**src/rtl/node_collision_scheduler_if.sv**
```systemverilog
// rtl/node_collision_scheduler_if.sv - frame control, node RAM and collisions engine signal bundle
interface node_collision_scheduler_if #(
  parameter int NUM_NODES     = 8,
  parameter int POSITION_SIZE = 8,
  parameter int VELOCITY_SIZE = 7,
  parameter int FORCE_SIZE    = 8
);
  localparam int IDXW = $clog2(NUM_NODES);
  localparam int ACCW = FORCE_SIZE + IDXW;

  // frame control
  logic                            begin_in;
  logic [NUM_NODES-1:0]            active_mask_in;
  logic                            busy_out;
  logic                            done_out;
  logic                            error_out;
  logic signed [ACCW-1:0]          force_x_out;
  logic signed [ACCW-1:0]          force_y_out;

  // node RAM read port
  logic [IDXW-1:0]                 node_rd_idx_out;
  logic signed [POSITION_SIZE-1:0] node_pos_x_in;
  logic signed [POSITION_SIZE-1:0] node_pos_y_in;
  logic signed [VELOCITY_SIZE-1:0] node_vel_x_in;
  logic signed [VELOCITY_SIZE-1:0] node_vel_y_in;

  // collisions engine
  logic                            eng_begin_out;
  logic signed [POSITION_SIZE-1:0] eng_pos_x_out;
  logic signed [POSITION_SIZE-1:0] eng_pos_y_out;
  logic signed [VELOCITY_SIZE-1:0] eng_vel_x_out;
  logic signed [VELOCITY_SIZE-1:0] eng_vel_y_out;
  logic                            eng_result_in;
  logic signed [POSITION_SIZE-1:0] eng_new_pos_x_in;
  logic signed [POSITION_SIZE-1:0] eng_new_pos_y_in;
  logic signed [VELOCITY_SIZE-1:0] eng_new_vel_x_in;
  logic signed [VELOCITY_SIZE-1:0] eng_new_vel_y_in;
  logic signed [FORCE_SIZE-1:0]    eng_force_x_in;
  logic signed [FORCE_SIZE-1:0]    eng_force_y_in;

  // node RAM write-back port
  logic                            wr_en_out;
  logic [IDXW-1:0]                 wr_idx_out;
  logic signed [POSITION_SIZE-1:0] wr_pos_x_out;
  logic signed [POSITION_SIZE-1:0] wr_pos_y_out;
  logic signed [VELOCITY_SIZE-1:0] wr_vel_x_out;
  logic signed [VELOCITY_SIZE-1:0] wr_vel_y_out;

  // scheduler side
  modport slave (
    input  begin_in, active_mask_in,
    input  node_pos_x_in, node_pos_y_in, node_vel_x_in, node_vel_y_in,
    input  eng_result_in, eng_new_pos_x_in, eng_new_pos_y_in,
    input  eng_new_vel_x_in, eng_new_vel_y_in, eng_force_x_in, eng_force_y_in,
    output busy_out, done_out, error_out, force_x_out, force_y_out,
    output node_rd_idx_out,
    output eng_begin_out, eng_pos_x_out, eng_pos_y_out, eng_vel_x_out, eng_vel_y_out,
    output wr_en_out, wr_idx_out, wr_pos_x_out, wr_pos_y_out, wr_vel_x_out, wr_vel_y_out
  );

  // frame controller / RAM / engine side
  modport master (
    output begin_in, active_mask_in,
    output node_pos_x_in, node_pos_y_in, node_vel_x_in, node_vel_y_in,
    output eng_result_in, eng_new_pos_x_in, eng_new_pos_y_in,
    output eng_new_vel_x_in, eng_new_vel_y_in, eng_force_x_in, eng_force_y_in,
    input  busy_out, done_out, error_out, force_x_out, force_y_out,
    input  node_rd_idx_out,
    input  eng_begin_out, eng_pos_x_out, eng_pos_y_out, eng_vel_x_out, eng_vel_y_out,
    input  wr_en_out, wr_idx_out, wr_pos_x_out, wr_pos_y_out, wr_vel_x_out, wr_vel_y_out
  );
endinterface

```
**src/rtl/node_collision_scheduler.sv**
```systemverilog
// rtl/node_collision_scheduler.sv - time-shares one collisions engine across all soft-body nodes of a frame
module node_collision_scheduler #(
  parameter int NUM_NODES     = 8,
  parameter int POSITION_SIZE = 8,
  parameter int VELOCITY_SIZE = 7,
  parameter int FORCE_SIZE    = 8,
  parameter int TIMEOUT       = 255
) (
  input  logic                      clk_in,
  input  logic                      rst_n_in,
  node_collision_scheduler_if.slave bus
);
  localparam int IDXW = $clog2(NUM_NODES);
  localparam int ACCW = FORCE_SIZE + IDXW;
  localparam int CNTW = $clog2(TIMEOUT + 1);
  localparam logic [CNTW-1:0] CNT_LAST = CNTW'(TIMEOUT - 1);
  localparam logic [IDXW-1:0] IDX_LAST = IDXW'(NUM_NODES - 1);

  typedef enum logic [2:0] {
    S_IDLE, S_FETCH, S_LAUNCH, S_WAIT, S_WRITE, S_DONE
  } state_t;

  state_t                          state_q, state_d, adv_state;
  logic [IDXW-1:0]                 idx_q, idx_d, adv_idx;
  logic [NUM_NODES-1:0]            mask_q;
  logic [CNTW-1:0]                 cnt_q;
  logic                            is_last;
  logic                            timeout_hit;

  logic [IDXW-1:0]                 rd_idx_q;
  logic                            eng_begin_q;
  logic signed [POSITION_SIZE-1:0] eng_pos_x_q, eng_pos_y_q;
  logic signed [VELOCITY_SIZE-1:0] eng_vel_x_q, eng_vel_y_q;
  logic                            wr_en_q;
  logic [IDXW-1:0]                 wr_idx_q;
  logic signed [POSITION_SIZE-1:0] wr_pos_x_q, wr_pos_y_q;
  logic signed [VELOCITY_SIZE-1:0] wr_vel_x_q, wr_vel_y_q;
  logic signed [FORCE_SIZE-1:0]    frc_x_q, frc_y_q;
  logic signed [ACCW-1:0]          acc_x_q, acc_y_q;
  logic signed [ACCW-1:0]          force_x_q, force_y_q;
  logic                            busy_q, done_q, error_q;

  // After a node is finished (skipped, written or abandoned) move to the next index or finish the frame
  assign is_last     = (idx_q == IDX_LAST);
  assign adv_state   = is_last ? S_DONE : S_FETCH;
  assign adv_idx     = is_last ? idx_q : idx_q + IDXW'(1);
  // A result arriving on the expiry cycle takes priority, so expiry requires the result to be absent
  assign timeout_hit = (state_q == S_WAIT) && !bus.eng_result_in && (cnt_q == CNT_LAST);

  // Next-state and node index selection
  always_comb begin
    state_d = state_q;
    idx_d   = idx_q;
    case (state_q)
      S_IDLE: begin
        if (bus.begin_in) begin
          state_d = S_FETCH;
          idx_d   = '0;
        end
      end
      S_FETCH: begin
        if (mask_q[idx_q]) begin
          state_d = S_LAUNCH;
        end else begin
          state_d = adv_state;
          idx_d   = adv_idx;
        end
      end
      S_LAUNCH: state_d = S_WAIT;
      S_WAIT: begin
        if (bus.eng_result_in) begin
          state_d = S_WRITE;
        end else if (cnt_q == CNT_LAST) begin
          state_d = adv_state;
          idx_d   = adv_idx;
        end
      end
      S_WRITE: begin
        state_d = adv_state;
        idx_d   = adv_idx;
      end
      S_DONE:  state_d = S_IDLE;
      default: state_d = S_IDLE;
    endcase
  end

  // State and node index registers
  always_ff @(posedge clk_in or negedge rst_n_in) begin
    if (!rst_n_in) begin
      state_q <= S_IDLE;
      idx_q   <= '0;
    end else begin
      state_q <= state_d;
      idx_q   <= idx_d;
    end
  end

  // Registered outputs, engine operand/result capture and frame force accumulation
  always_ff @(posedge clk_in or negedge rst_n_in) begin
    if (!rst_n_in) begin
      mask_q      <= '0;
      cnt_q       <= '0;
      rd_idx_q    <= '0;
      eng_begin_q <= 1'b0;
      eng_pos_x_q <= '0;
      eng_pos_y_q <= '0;
      eng_vel_x_q <= '0;
      eng_vel_y_q <= '0;
      wr_en_q     <= 1'b0;
      wr_idx_q    <= '0;
      wr_pos_x_q  <= '0;
      wr_pos_y_q  <= '0;
      wr_vel_x_q  <= '0;
      wr_vel_y_q  <= '0;
      frc_x_q     <= '0;
      frc_y_q     <= '0;
      acc_x_q     <= '0;
      acc_y_q     <= '0;
      force_x_q   <= '0;
      force_y_q   <= '0;
      busy_q      <= 1'b0;
      done_q      <= 1'b0;
      error_q     <= 1'b0;
    end else begin
      eng_begin_q <= (state_q == S_LAUNCH);
      wr_en_q     <= 1'b0;
      done_q      <= 1'b0;
      // The RAM address follows the node about to be fetched; it is held while that node is in flight
      if (state_d == S_FETCH) begin
        rd_idx_q <= idx_d;
      end
      case (state_q)
        S_IDLE: begin
          if (bus.begin_in) begin
            mask_q  <= bus.active_mask_in;
            acc_x_q <= '0;
            acc_y_q <= '0;
            error_q <= 1'b0;
            busy_q  <= 1'b1;
          end
        end
        S_LAUNCH: begin
          eng_pos_x_q <= bus.node_pos_x_in;
          eng_pos_y_q <= bus.node_pos_y_in;
          eng_vel_x_q <= bus.node_vel_x_in;
          eng_vel_y_q <= bus.node_vel_y_in;
          cnt_q       <= '0;
        end
        S_WAIT: begin
          if (bus.eng_result_in) begin
            wr_en_q    <= 1'b1;
            wr_idx_q   <= idx_q;
            wr_pos_x_q <= bus.eng_new_pos_x_in;
            wr_pos_y_q <= bus.eng_new_pos_y_in;
            wr_vel_x_q <= bus.eng_new_vel_x_in;
            wr_vel_y_q <= bus.eng_new_vel_y_in;
            frc_x_q    <= bus.eng_force_x_in;
            frc_y_q    <= bus.eng_force_y_in;
          end else begin
            cnt_q <= cnt_q + CNTW'(1);
            if (timeout_hit) begin
              error_q <= 1'b1;
            end
          end
        end
        S_WRITE: begin
          // Accumulator is wide enough for NUM_NODES worst-case forces, so no saturation is needed
          acc_x_q <= acc_x_q + {{IDXW{frc_x_q[FORCE_SIZE-1]}}, frc_x_q};
          acc_y_q <= acc_y_q + {{IDXW{frc_y_q[FORCE_SIZE-1]}}, frc_y_q};
        end
        S_DONE: begin
          force_x_q <= acc_x_q;
          force_y_q <= acc_y_q;
          done_q    <= 1'b1;
          busy_q    <= 1'b0;
        end
        default: begin
        end
      endcase
    end
  end

  assign bus.node_rd_idx_out = rd_idx_q;
  assign bus.eng_begin_out   = eng_begin_q;
  assign bus.eng_pos_x_out   = eng_pos_x_q;
  assign bus.eng_pos_y_out   = eng_pos_y_q;
  assign bus.eng_vel_x_out   = eng_vel_x_q;
  assign bus.eng_vel_y_out   = eng_vel_y_q;
  assign bus.wr_en_out       = wr_en_q;
  assign bus.wr_idx_out      = wr_idx_q;
  assign bus.wr_pos_x_out    = wr_pos_x_q;
  assign bus.wr_pos_y_out    = wr_pos_y_q;
  assign bus.wr_vel_x_out    = wr_vel_x_q;
  assign bus.wr_vel_y_out    = wr_vel_y_q;
  assign bus.force_x_out     = force_x_q;
  assign bus.force_y_out     = force_y_q;
  assign bus.busy_out        = busy_q;
  assign bus.done_out        = done_q;
  assign bus.error_out       = error_q;
endmodule

```
**src/flat_wrapper.sv**
```systemverilog
// flat-port wrapper written by rule: the top's interface ports become plain ports
module node_collision_scheduler_flat 
#(
  parameter int NUM_NODES     = 8,
  parameter int POSITION_SIZE = 8,
  parameter int VELOCITY_SIZE = 7,
  parameter int FORCE_SIZE    = 8,
  parameter int TIMEOUT       = 255
)
  (clk_in, rst_n_in, bus_begin_in, bus_active_mask_in, bus_node_pos_x_in, bus_node_pos_y_in, bus_node_vel_x_in, bus_node_vel_y_in, bus_eng_result_in, bus_eng_new_pos_x_in, bus_eng_new_pos_y_in, bus_eng_new_vel_x_in, bus_eng_new_vel_y_in, bus_eng_force_x_in, bus_eng_force_y_in, bus_busy_out, bus_done_out, bus_error_out, bus_force_x_out, bus_force_y_out, bus_node_rd_idx_out, bus_eng_begin_out, bus_eng_pos_x_out, bus_eng_pos_y_out, bus_eng_vel_x_out, bus_eng_vel_y_out, bus_wr_en_out, bus_wr_idx_out, bus_wr_pos_x_out, bus_wr_pos_y_out, bus_wr_vel_x_out, bus_wr_vel_y_out);
  node_collision_scheduler_if #(.NUM_NODES(NUM_NODES), .POSITION_SIZE(POSITION_SIZE), .VELOCITY_SIZE(VELOCITY_SIZE), .FORCE_SIZE(FORCE_SIZE)) bus_i ();
  input  logic clk_in;
  input  logic rst_n_in;
  input wire logic [$bits(bus_i.begin_in)-1:0] bus_begin_in;
  input wire logic [$bits(bus_i.active_mask_in)-1:0] bus_active_mask_in;
  input wire logic [$bits(bus_i.node_pos_x_in)-1:0] bus_node_pos_x_in;
  input wire logic [$bits(bus_i.node_pos_y_in)-1:0] bus_node_pos_y_in;
  input wire logic [$bits(bus_i.node_vel_x_in)-1:0] bus_node_vel_x_in;
  input wire logic [$bits(bus_i.node_vel_y_in)-1:0] bus_node_vel_y_in;
  input wire logic [$bits(bus_i.eng_result_in)-1:0] bus_eng_result_in;
  input wire logic [$bits(bus_i.eng_new_pos_x_in)-1:0] bus_eng_new_pos_x_in;
  input wire logic [$bits(bus_i.eng_new_pos_y_in)-1:0] bus_eng_new_pos_y_in;
  input wire logic [$bits(bus_i.eng_new_vel_x_in)-1:0] bus_eng_new_vel_x_in;
  input wire logic [$bits(bus_i.eng_new_vel_y_in)-1:0] bus_eng_new_vel_y_in;
  input wire logic [$bits(bus_i.eng_force_x_in)-1:0] bus_eng_force_x_in;
  input wire logic [$bits(bus_i.eng_force_y_in)-1:0] bus_eng_force_y_in;
  output wire logic [$bits(bus_i.busy_out)-1:0] bus_busy_out;
  output wire logic [$bits(bus_i.done_out)-1:0] bus_done_out;
  output wire logic [$bits(bus_i.error_out)-1:0] bus_error_out;
  output wire logic [$bits(bus_i.force_x_out)-1:0] bus_force_x_out;
  output wire logic [$bits(bus_i.force_y_out)-1:0] bus_force_y_out;
  output wire logic [$bits(bus_i.node_rd_idx_out)-1:0] bus_node_rd_idx_out;
  output wire logic [$bits(bus_i.eng_begin_out)-1:0] bus_eng_begin_out;
  output wire logic [$bits(bus_i.eng_pos_x_out)-1:0] bus_eng_pos_x_out;
  output wire logic [$bits(bus_i.eng_pos_y_out)-1:0] bus_eng_pos_y_out;
  output wire logic [$bits(bus_i.eng_vel_x_out)-1:0] bus_eng_vel_x_out;
  output wire logic [$bits(bus_i.eng_vel_y_out)-1:0] bus_eng_vel_y_out;
  output wire logic [$bits(bus_i.wr_en_out)-1:0] bus_wr_en_out;
  output wire logic [$bits(bus_i.wr_idx_out)-1:0] bus_wr_idx_out;
  output wire logic [$bits(bus_i.wr_pos_x_out)-1:0] bus_wr_pos_x_out;
  output wire logic [$bits(bus_i.wr_pos_y_out)-1:0] bus_wr_pos_y_out;
  output wire logic [$bits(bus_i.wr_vel_x_out)-1:0] bus_wr_vel_x_out;
  output wire logic [$bits(bus_i.wr_vel_y_out)-1:0] bus_wr_vel_y_out;
  assign bus_i.begin_in = bus_begin_in;
  assign bus_i.active_mask_in = bus_active_mask_in;
  assign bus_i.node_pos_x_in = bus_node_pos_x_in;
  assign bus_i.node_pos_y_in = bus_node_pos_y_in;
  assign bus_i.node_vel_x_in = bus_node_vel_x_in;
  assign bus_i.node_vel_y_in = bus_node_vel_y_in;
  assign bus_i.eng_result_in = bus_eng_result_in;
  assign bus_i.eng_new_pos_x_in = bus_eng_new_pos_x_in;
  assign bus_i.eng_new_pos_y_in = bus_eng_new_pos_y_in;
  assign bus_i.eng_new_vel_x_in = bus_eng_new_vel_x_in;
  assign bus_i.eng_new_vel_y_in = bus_eng_new_vel_y_in;
  assign bus_i.eng_force_x_in = bus_eng_force_x_in;
  assign bus_i.eng_force_y_in = bus_eng_force_y_in;
  assign bus_busy_out = bus_i.busy_out;
  assign bus_done_out = bus_i.done_out;
  assign bus_error_out = bus_i.error_out;
  assign bus_force_x_out = bus_i.force_x_out;
  assign bus_force_y_out = bus_i.force_y_out;
  assign bus_node_rd_idx_out = bus_i.node_rd_idx_out;
  assign bus_eng_begin_out = bus_i.eng_begin_out;
  assign bus_eng_pos_x_out = bus_i.eng_pos_x_out;
  assign bus_eng_pos_y_out = bus_i.eng_pos_y_out;
  assign bus_eng_vel_x_out = bus_i.eng_vel_x_out;
  assign bus_eng_vel_y_out = bus_i.eng_vel_y_out;
  assign bus_wr_en_out = bus_i.wr_en_out;
  assign bus_wr_idx_out = bus_i.wr_idx_out;
  assign bus_wr_pos_x_out = bus_i.wr_pos_x_out;
  assign bus_wr_pos_y_out = bus_i.wr_pos_y_out;
  assign bus_wr_vel_x_out = bus_i.wr_vel_x_out;
  assign bus_wr_vel_y_out = bus_i.wr_vel_y_out;
  node_collision_scheduler #(.NUM_NODES(NUM_NODES), .POSITION_SIZE(POSITION_SIZE), .VELOCITY_SIZE(VELOCITY_SIZE), .FORCE_SIZE(FORCE_SIZE), .TIMEOUT(TIMEOUT)) u_core (.clk_in(clk_in), .rst_n_in(rst_n_in), .bus(bus_i));
endmodule
```
**config.mk**
```make
export PLATFORM = sky130hd
export DESIGN_NAME = node_collision_scheduler_flat
export DESIGN_NICKNAME = d
export VERILOG_FILES = /design/src/rtl/node_collision_scheduler_if.sv /design/src/rtl/node_collision_scheduler.sv /design/src/flat_wrapper.sv
export SDC_FILE = /design/constraint.sdc
export NUM_CORES = 1
export LEC_CHECK = 0
export CAP_MARGIN = 20
export CORE_MARGIN = 10
export CORE_UTILIZATION = 40
export DETAILED_ROUTE_END_ITERATION = 7
export PLACE_DENSITY = 0.68
export SLEW_MARGIN = 20
export SYNTH_ARGS = -nofsm -noshare
export SYNTH_HDL_FRONTEND = slang
export SYNTH_SLANG_ARGS = --single-unit
```
**constraint.sdc**
```tcl
create_clock -name clk_in -period 4.7 [get_ports clk_in]
set_input_delay 0.47 -clock clk_in [delete_from_list [all_inputs] [get_ports clk_in]]
set_output_delay 0.47 -clock clk_in [all_outputs]
set_load 0.005 [all_outputs]
```
==> impl_metrics.toml <==
[timing]
rsz0062_at_grt = "no"
max_slew_margin_pct = 34.2
fin_crit_ps = 2600
fmax_mhz = 385
clock_skew_ps = 6.53
period_share_pct = 55.3
final-hold-violation-count = 0
worst_slew_pin_slew_ps = 984
drv_slew = 0
fin_tns_setup_ps = 0
setup-violations-final = 0

[worst_setup_path]
r2r-start = "u_core.state_q[0]"
r2r_cells = 6
cp_slowest_stage_delay_ps = 560
cp.depth = 6
cp-end-kind = "flip-flop"
startpoint = "u_core.state_q[0]"
startpoint_type = "flip-flop"
reg2reg_to = "u_core.cnt_q[7]"
path_cells = "or3b_1 > buf_4 > inv_2 > o2111ai_2 > or3_1 > a21oi_1"
path_max_fanout = 40
cpMaxStageDelayCell = "inv_2"
crit_family = "buffers and inverters"
critPathCapture = "u_core.cnt_q[7]"
critPathKind = "flip-flop to flip-flop"
path_buf_inv = 2
rrSetupSlack_ps = 2100
critPathArrivalTime_ps = 2930
worstPathRequired_ps = 5040

[yosys]
ys_top_cells_by_count = "nand2_1 (327), dfrtp_1 (153), o21ai_0 (34), ha_1 (23), clkbuf_1 (22)"
synthFlopType = "dfrtp_1"
yosysSeqAreaShare_pct = 56.1
netlist_instances = 729
synth_top_area_share_pct = 56.1
async_reset_ff_share_pct = 100
synth-edff-count = 0
synth_cell_types = 53
yosysMostFrequentCell = "nand2_1"
ys_ff_latch = 153
yosysTopAreaCell = "dfrtp_1"
yosysWarnings = 0
syn_area_sq_um = 6820
syn_nets = 842
synth_area_per_cell_sq_um = 9.36
synthTopCellsByArea = "dfrtp_1 (56%), nand2_1 (18%), ha_1 (4.2%), o21ai_0 (2.5%), mux2_1 (1.7%)"

[clock_tree]
cts_setup_buffers = 0
cts_tree = "yes"
root_buffer = "clkbuf_16"
cts_resized = 0
clock_path_buffers = 2
postCtsHoldBufs = 0
cts.clk_slew.worst_paths_ps = 60
cts_buffers = 17
cts_max_level = 4
cts.sinks = 153
insertion_delay_ps = 420

[floorplan]
initial_utilization_pct = 41.0
die_w_um = 151
die_y_um = 151
boundaryPins = 181
core-area_sq_um = 16600
num_rows = 47
dieArea_sq_um = 22700

[power_and_ir_drop]
power.leakage_nw = 4.56
ir_worst_vdd_uv = 339
power_density_nw_per_um2 = 638

[final_layout]
final_cell_count_no_fill = 1140
fillers = 1490
layout-drive-gt1-share_pct = 6.00
layout.nets = 1017
area.growth.synth_to_final_pct = 38.8

[global_routing]
grt_pass1_wl_um = 28500
first_global_vias = 5469
antenna_found_initial = 3
gr-total-overflow = 0
track_usage_pct = 15.8
grt_max_degree = 77

[drt]
drc = 0
drt_first_iter_violations = 297
via_per_inst = 4.78
totalWireLength_um = 17600
drtPass1Iterations = 4
wire_per_inst_um = 15.4
antenna_left = 0
num_vias = 5454

[status]
status = "finished clean"

[placement]
dp.cells = 1105
gp_congestion = 0.815
hpwl_um = 12500
io_buffers = 180

[worst_hold_path]
min_path_type = "primary input to async pin"

[run]
max_cap_violations = 0
-- sequential cells by signal, summed over array words and instances (netlist names), 3 cells and up --
| signal | cells |
|---|---|
| u_core.bus.wr_vel_x_out | 7 |
| u_core.bus.wr_idx_out | 3 |
| u_core.acc_y_q | 11 |
| u_core.idx_q | 3 |
| u_core.cnt_q | 8 |
| u_core.frc_y_q | 8 |
| u_core.state_q | 3 |
| u_core.bus.wr_pos_y_out | 8 |
| u_core.bus.node_rd_idx_out | 3 |
| u_core.bus.eng_vel_x_out | 7 |
| u_core.bus.force_x_out | 11 |
| u_core.mask_q | 8 |
| u_core.bus.eng_pos_x_out | 8 |
| u_core.acc_x_q | 11 |
| u_core.bus.wr_pos_x_out | 8 |
| u_core.bus.wr_vel_y_out | 7 |
| u_core.bus.eng_pos_y_out | 8 |
| u_core.bus.eng_vel_y_out | 7 |
| u_core.bus.force_y_out | 11 |
| u_core.frc_x_q | 8 |
-- layout make-up --
cell class / count / area (sq um) / share of cell area, %
multi-input cells: 533 / 2830 / 29.9
well taps: 220 / 275 / 2.91
clock inverters: 13 / 175 / 1.85
flip-flops and latches: 153 / 3830 / 40.4
clock buffers: 19 / 453 / 4.78
inverters: 13 / 48.8 / 0.515
diodes: 3 / 7.51 / 0.0793
repair buffers: 186 / 1850 / 19.5
-- worst min-delay path by stage --
stage | to | cells past startpoint
2_1_floorplan | u_core.acc_x_q[0] | 0
3_3_place_gp | u_core.bus.force_y_out[9] | 2
3_5_place_dp | u_core.bus.wr_pos_y_out[4] | 2
4_1_cts | u_core.bus.wr_en_out | 1
5_1_grt | u_core.bus.wr_en_out | 1
6_report | u_core.bus.wr_en_out | 1
-- placed cells by master (no fill, tap or decap), drive strengths merged, types with 4 or more instances in the layout --
cell,Yosys,routed
dfrtp,153,153
nor2,20,20
clkbuf,22,19
nand2,327,327
mux2,11,11
buf,8,7
clkinvlp,0,4
o21ai,39,39
a21o,9,9
a21oi,16,16
inv,13,13
nand3,7,7
and2,5,5
clkinv,0,5
clkdlybuf4s50,0,179
xor2,12,12
bufinv,0,4
xnor2,6,6
o211ai,4,4
a22o,4,4
ha,23,23
a211oi,5,5
-- power breakdown --
| part | switching (mW) | internal (mW) |
|---|---|---|
| Clock | 0.542 | 0.912 |
| Combinational | 1.11 | 1.25 |
| Sequential | 0.368 | 1.87 |
-- metrics by stage --
step,utilization [%],hold slack (ps),worst slack (ps),power (mW),instance area (sq um)
final,56.9,88.7,2100,6.05,9470
after global routing,56.9,141,1780,6.51,9470
after CTS,56.9,109,2060,6.13,9460
after detailed placement,53.1,461,1790,4.65,8830
after global placement,53.1,456,1830,4.59,8830
after floorplan,-,174,2630,3.47,6820
-- cells by family after synthesis --
logic type / share of synthesized area (%)
AOI/OAI and AO/OA: 9.04
xor gates and xnor gates: 2.31
adders and majority gates: 4.80
buffers and inverters: 2.51
DFF: 56.1
muxes: 2.82
and+or+nand+nor: 22.4
-- per-layer routing --
layer,vias to the layer above,track usage (%),routed length (um)
li1,2744,-,-
met1,2576,19.7,7700
met2,118,25.4,8640
met3,16,4.56,1010
met4,0,6.16,267
met5,-,0,0
-- worst register-to-register path: stages, from the launching register on --
cell and delay (ps):
dfrtp_1 500, or3b_1 410, buf_4 250, inv_2 580
o2111ai_2 280, or3_1 360, a21oi_1 140
Note: power is estimated with default switching activity, not from simulation.
